$ cat src/rtl/aes128_round_ctrl_pkg.sv
// Shared definitions for the AES-128 round controller and its round unit.
// Holds the FSM encoding, cipher constants and GF(2^8) helpers (xtime, S-box).
// The S-box is computed arithmetically (inverse via x^254, then the affine map).
package aes128_round_ctrl_pkg;

  typedef enum logic [1:0] {
    ST_IDLE  = 2'd0,
    ST_ROUND = 2'd1,
    ST_DONE  = 2'd2
  } state_e;

  localparam int          AES_NR    = 10;
  localparam logic [7:0]  RCON_INIT = 8'h01;
  localparam logic [7:0]  RCON_POLY = 8'h1b;

  // Multiply by x in GF(2^8); also drives the Rcon sequence.
  function automatic logic [7:0] xtime(input logic [7:0] b);
    return {b[6:0], 1'b0} ^ (b[7] ? RCON_POLY : 8'h00);
  endfunction

  function automatic logic [7:0] gf_mul(input logic [7:0] a, input logic [7:0] b);
    logic [7:0] p;
    logic [7:0] aa;
    p  = 8'h00;
    aa = a;
    for (int i = 0; i < 8; i++) begin
      if (b[i]) p = p ^ aa;
      aa = xtime(aa);
    end
    return p;
  endfunction

  // x^254 == x^-1 for nonzero x, and maps 0 to 0 as the S-box requires.
  function automatic logic [7:0] gf_inv(input logic [7:0] a);
    logic [7:0] sq;
    logic [7:0] r;
    sq = a;
    r  = 8'h01;
    for (int i = 0; i < 7; i++) begin
      sq = gf_mul(sq, sq);
      r  = gf_mul(r, sq);
    end
    return r;
  endfunction

  function automatic logic [7:0] sbox(input logic [7:0] a);
    logic [7:0] b;
    b = gf_inv(a);
    return b ^ {b[6:0], b[7]} ^ {b[5:0], b[7:6]} ^ {b[4:0], b[7:5]} ^ {b[3:0], b[7:4]} ^ 8'h63;
  endfunction

endpackage

$ cat src/rtl/aes128_round_ctrl.sv
// Iterative AES-128 sequencer: initial AddRoundKey, then NUM_ROUNDS passes through the round unit.
// Latency: handshake cycle T -> out_valid in cycle T+NUM_ROUNDS+1; one block per NUM_ROUNDS+2 cycles.
// Backpressure: in_ready only in IDLE; DONE holds the result until out_ready.
module aes128_round_ctrl
  import aes128_round_ctrl_pkg::*;
#(
  parameter int NUM_ROUNDS = AES_NR
) (
  input  logic         clk,
  input  logic         rst,
  input  logic         in_valid,
  output logic         in_ready,
  input  logic [127:0] plaintext,
  input  logic [127:0] key,
  output logic [127:0] rnd_state,
  output logic [127:0] rnd_key,
  output logic [7:0]   rnd_rcon,
  output logic         rnd_last,
  input  logic [127:0] rnd_state_nxt,
  input  logic [127:0] rnd_key_nxt,
  output logic         out_valid,
  input  logic         out_ready,
  output logic [127:0] ciphertext,
  output logic         busy
);

  localparam logic [3:0] LAST_RND = 4'(NUM_ROUNDS);

  state_e       fsm_q, fsm_d;
  logic [127:0] blk_q, blk_d;
  logic [127:0] key_q, key_d;
  logic [3:0]   round_cnt_q, round_cnt_d;
  logic [7:0]   rcon_q, rcon_d;

  // State register: synchronous reset aborts any operation in progress.
  always_ff @(posedge clk) begin
    if (rst) begin
      fsm_q       <= ST_IDLE;
      blk_q       <= '0;
      key_q       <= '0;
      round_cnt_q <= '0;
      rcon_q      <= RCON_INIT;
    end else begin
      fsm_q       <= fsm_d;
      blk_q       <= blk_d;
      key_q       <= key_d;
      round_cnt_q <= round_cnt_d;
      rcon_q      <= rcon_d;
    end
  end

  // Next-state: load on accept, iterate rounds, hold in DONE until drained.
  always_comb begin
    fsm_d       = fsm_q;
    blk_d       = blk_q;
    key_d       = key_q;
    round_cnt_d = round_cnt_q;
    rcon_d      = rcon_q;
    case (fsm_q)
      ST_IDLE: begin
        if (in_valid) begin
          fsm_d       = ST_ROUND;
          blk_d       = plaintext ^ key;
          key_d       = key;
          round_cnt_d = 4'd1;
          rcon_d      = RCON_INIT;
        end
      end
      ST_ROUND: begin
        blk_d  = rnd_state_nxt;
        key_d  = rnd_key_nxt;
        rcon_d = xtime(rcon_q);
        if (round_cnt_q == LAST_RND) fsm_d = ST_DONE;
        else                         round_cnt_d = round_cnt_q + 4'd1;
      end
      ST_DONE: begin
        if (out_ready) fsm_d = ST_IDLE;
      end
      default: fsm_d = ST_IDLE;
    endcase
  end

  // Outputs decoded from the current state only.
  always_comb begin
    in_ready  = (fsm_q == ST_IDLE);
    out_valid = (fsm_q == ST_DONE);
    busy      = (fsm_q == ST_ROUND) || (fsm_q == ST_DONE);
    rnd_last  = (fsm_q == ST_ROUND) && (round_cnt_q == LAST_RND);
  end

  assign rnd_state  = blk_q;
  assign rnd_key    = key_q;
  assign rnd_rcon   = rcon_q;
  assign ciphertext = blk_q;

endmodule

$ cat config.mk
export PLATFORM = sky130hd
export DESIGN_NAME = aes128_round_ctrl
export DESIGN_NICKNAME = d
export VERILOG_FILES = /design/src/rtl/aes128_round_ctrl_pkg.sv /design/src/rtl/aes128_round_ctrl.sv
export SDC_FILE = /design/constraint.sdc
export NUM_CORES = 1
export LEC_CHECK = 0
export BUFFER_PORTS_ARGS = -buffer_cell sky130_fd_sc_hd__buf_4
export CAP_MARGIN = 15
export CELL_PAD_IN_SITES_DETAIL_PLACEMENT = 0
export CELL_PAD_IN_SITES_GLOBAL_PLACEMENT = 2
export CORE_AREA = 2 2 355 357
export DETAILED_ROUTE_END_ITERATION = 8
export DIE_AREA = 0 0 357 359
export GPL_TIMING_DRIVEN = 0
export PLACE_DENSITY = 0.58
export RECOVER_POWER = 100
export SLEW_MARGIN = 10
export SYNTH_ARGS = -nofsm -noshare
export SYNTH_HDL_FRONTEND = slang
export SYNTH_SLANG_ARGS = --single-unit
$ cat constraint.sdc
create_clock -name clk -period 3.7 [get_ports clk]
set_input_delay 0.185 -clock clk [delete_from_list [all_inputs] [get_ports clk]]
set_output_delay 0.185 -clock clk [all_outputs]
set_load 0.01 [all_outputs]
==> metrics.cfg <==
[status]
status=completed

[logic_synthesis]
ys_warn_count=0
synthCells=1616
synthArstFlopShare_pct=0
synth_seq_cells=270
synth_area_leaders=dfxtp_1 38%, mux2i_1 9.1%, xor2_1 8.0%, buf_4 7.1%, o211ai_1 6.7%
ys_seq_area_share_pct=37.7
netlist_area_sq_um=14300
syn_avg_cell_area_sq_um=8.88
synth_edf_count=0
synth.distinct_cells=33
yosys.area.top_type_share_pct=37.7
synth.net_count=2137
synth.largest_area_cell=dfxtp_1
synthFlopType=dfxtp_1

[clocking]
cts-root-buf=clkbuf_16
cts.reportedPaths.clkPinSlew_ns=0.06
cts_tree=yes
cts_sinks=270
post_cts_buffers=0
clockBufferDepth=3
cts_buffers=38
clock_latency_ns=0.59
h-tree-depth=2

[global_routing]
grt_pass1_vias=17600
antenna_found_initial=12
grt_pass1_wl_um=139000
grt-ovfl-total=0
grtUsageTotal_pct=15.6
grt_max_degree=12

[pwr]
seqPwrFrac_pct=26.7
p_switching_mw=6.53
p_int_mw=9.23
p_clk_share_pct=24.2
switching_share_pct=41.4
p_leak_nw=10.9
p_comb_share_pct=49.1
ir_drop_v=0.000232
powerDensity_nw_per_um2=583

[setup_path]
crit_required_ns=4.19
crit_chain=inv_1, ha_1, buf_2, buf_4, buf_2, clkbuf_1, o211ai_1, dlygate4sd3_1, a21oi_1
critPathLaunchType=flop
cpMaxStageDelayCell=clkbuf_1
critPathKind=flop to flop
worstSetupEndpointType=flop
slowest_delay_ns=0.74
path_max_fanout=10
cp_common_cell=buf_2
r2r_slack_ns=0.25
worstPathArrival_ns=3.94

[timing]
rsz0062_at_grt=no
maxSlewHeadroom_pct=11.8
fmax_ghz=0.290
tightest_slew_ns=1.32
holdWs_ns=0.0422
clock_skew_ns=0.0260
setup_violations=0
period_needed_ns=3.45
hold_viol_final=0
fin_crit_sh_pct=93.3
fin_setup_tns_ns=0
drv_slew=0

[hold_path]
hp-class=input port to flop

[floorplanning]
num_rows=130
core_sq_um=125000
die_x_um=357
die_area_sq_um=128000
num_io_pins=912
fp.dieH_um=359
initial_core_util_pct=11.5

[layout]
area_growth_pct=88.5
nets=3444
post-route-util_pct=21.7
final_cell_mix=649 x buf_4, 366 x clkbuf_1, 353 x dlygate4sd3_1
fillers=14200
final_area_sq_um=27000
drive_gt1_share_pct=30.0
mostFrequentLayoutCell=buf_4

[drt]
wl_um=104000
vias=16800
route.detailed.drc=0
ant_nets=0
drt_iter0_drc=609
viasPerCell=3.64
drt_first_pass_iters=6
route.detailed.wl_per_inst_um=22.6

[placed_design]
placed_area_sq_um=23300
port_buffers=910
hpwl_um=86500
gp_congestion=0.826

[job]
max-cap-violations=0

[synthesized netlist by cell type, types with 2 or more instances]
cell,n
nand3_1,2
nor2_1,135
buf_6,29
buf_4,135
inv_1,5
nor2b_1,3
a211oi_2,7
nand2_1,133
clkbuf_1,51
a21oi_1,129
mux2i_1,130
buf_1,9
a31oi_1,2
a32oi_1,7
buf_2,38
nand2b_1,129
nand4_1,2
xor2_1,131
o211ai_1,128
ha_1,5
dfxtp_1,270
nand3b_1,2
a211oi_1,122
o21ai_0,3
[what timing repair did]
action / 4_1_cts / 5_1_grt
hold endpoints to repair: 190 / 0
resized for setup: 0 / 1
setup endpoints to repair: 0 / 2
hold buffers: 353 / 0
[worst max-delay path, delay by kind of cell (launching register included)]
kind / cells / cell delay, ns
compound gates: 2 / 0.32
flops: 1 / 0.31
fa+ha+maj: 1 / 0.17
buf+inv: 6 / 2.54
[path summary, 6_finish.rpt]
check | startpoint | endpoint | depth (start not counted)
worst min register to register | ciphertext[113] | ciphertext[113] | 2
worst min-delay path | key[55] | rnd_key[55] | 3
worst max register to register | fsm_q[1] | ciphertext[91] | 9
worst max-delay path | fsm_q[1] | ciphertext[91] | 9
[final cells by class]
class                           instances  area, sq um  share of cell area [%]
Antenna cell                            6         15.0                  0.0555
Buffer                                263         1720                    6.34
Clock buffer                           54         1130                    4.20
Clock inverter                         13          123                   0.453
Inverter                                5         18.8                  0.0694
Multi-Input combinational cell       1078         7150                    26.4
Sequential cell                       270         5410                    20.0
Tap cell                             1650         2060                    7.63
Timing Repair Buffer                 1267         9410                    34.8
[per-stage QoR]
step	power [mW]	setup slack (ns)	cells
5_1_grt	16.8	0.0328	4602
2_1_floorplan	7.75	1.97	1616
3_3_place_gp	12.0	0.0133	4176
4_1_cts	16.8	0.133	4600
6_report	15.8	0.250	4606
3_5_place_dp	12.0	0.394	4180
[power by group through the flow]
stage | logic (mW) | clock network (mW) | registers, mW
finish | 7.73 | 3.82 | 4.21
detailed placement | 7.75 | 0 | 4.30
floorplan | 3.38 | 0 | 4.38
global placement | 7.73 | 0 | 4.29
global route | 8.39 | 4.07 | 4.30
CTS | 8.52 | 3.99 | 4.25
[layer usage]
layer | global-route usage (%) | vias to the layer above | wire [um]
met3 | 4.06 | 111 | 6670
met5 | 0 | - | 13
li1 | - | 8102 | -
met2 | 27.5 | 579 | 51900
met1 | 18.0 | 7966 | 42000
met4 | 5.69 | 2 | 3640
[registers in the layout, indices dropped and copies added (netlist names)]
name         flops
round_cnt_q      4
ciphertext     128
fsm_q            2
rnd_rcon         8
rnd_key        128
[logic make-up (layout without fill, tap and decap cells)]
group | after synthesis | in the layout | synth area share, %
AO/OA/AOI/OAI | 401 | 401 | 19.0
XOR/XNOR | 131 | 131 | 8.00
adder cells (fa/ha/maj) | 5 | 5 | 0.436
buffers and inverters | 268 | 1602 | 12.5
flip-flops | 270 | 270 | 37.7
multiplexers | 131 | 131 | 9.15
other | 0 | 6 | 0
AND/OR/NAND/NOR | 410 | 410 | 13.3
No activity file was read; power rests on OpenSTA's default activity.
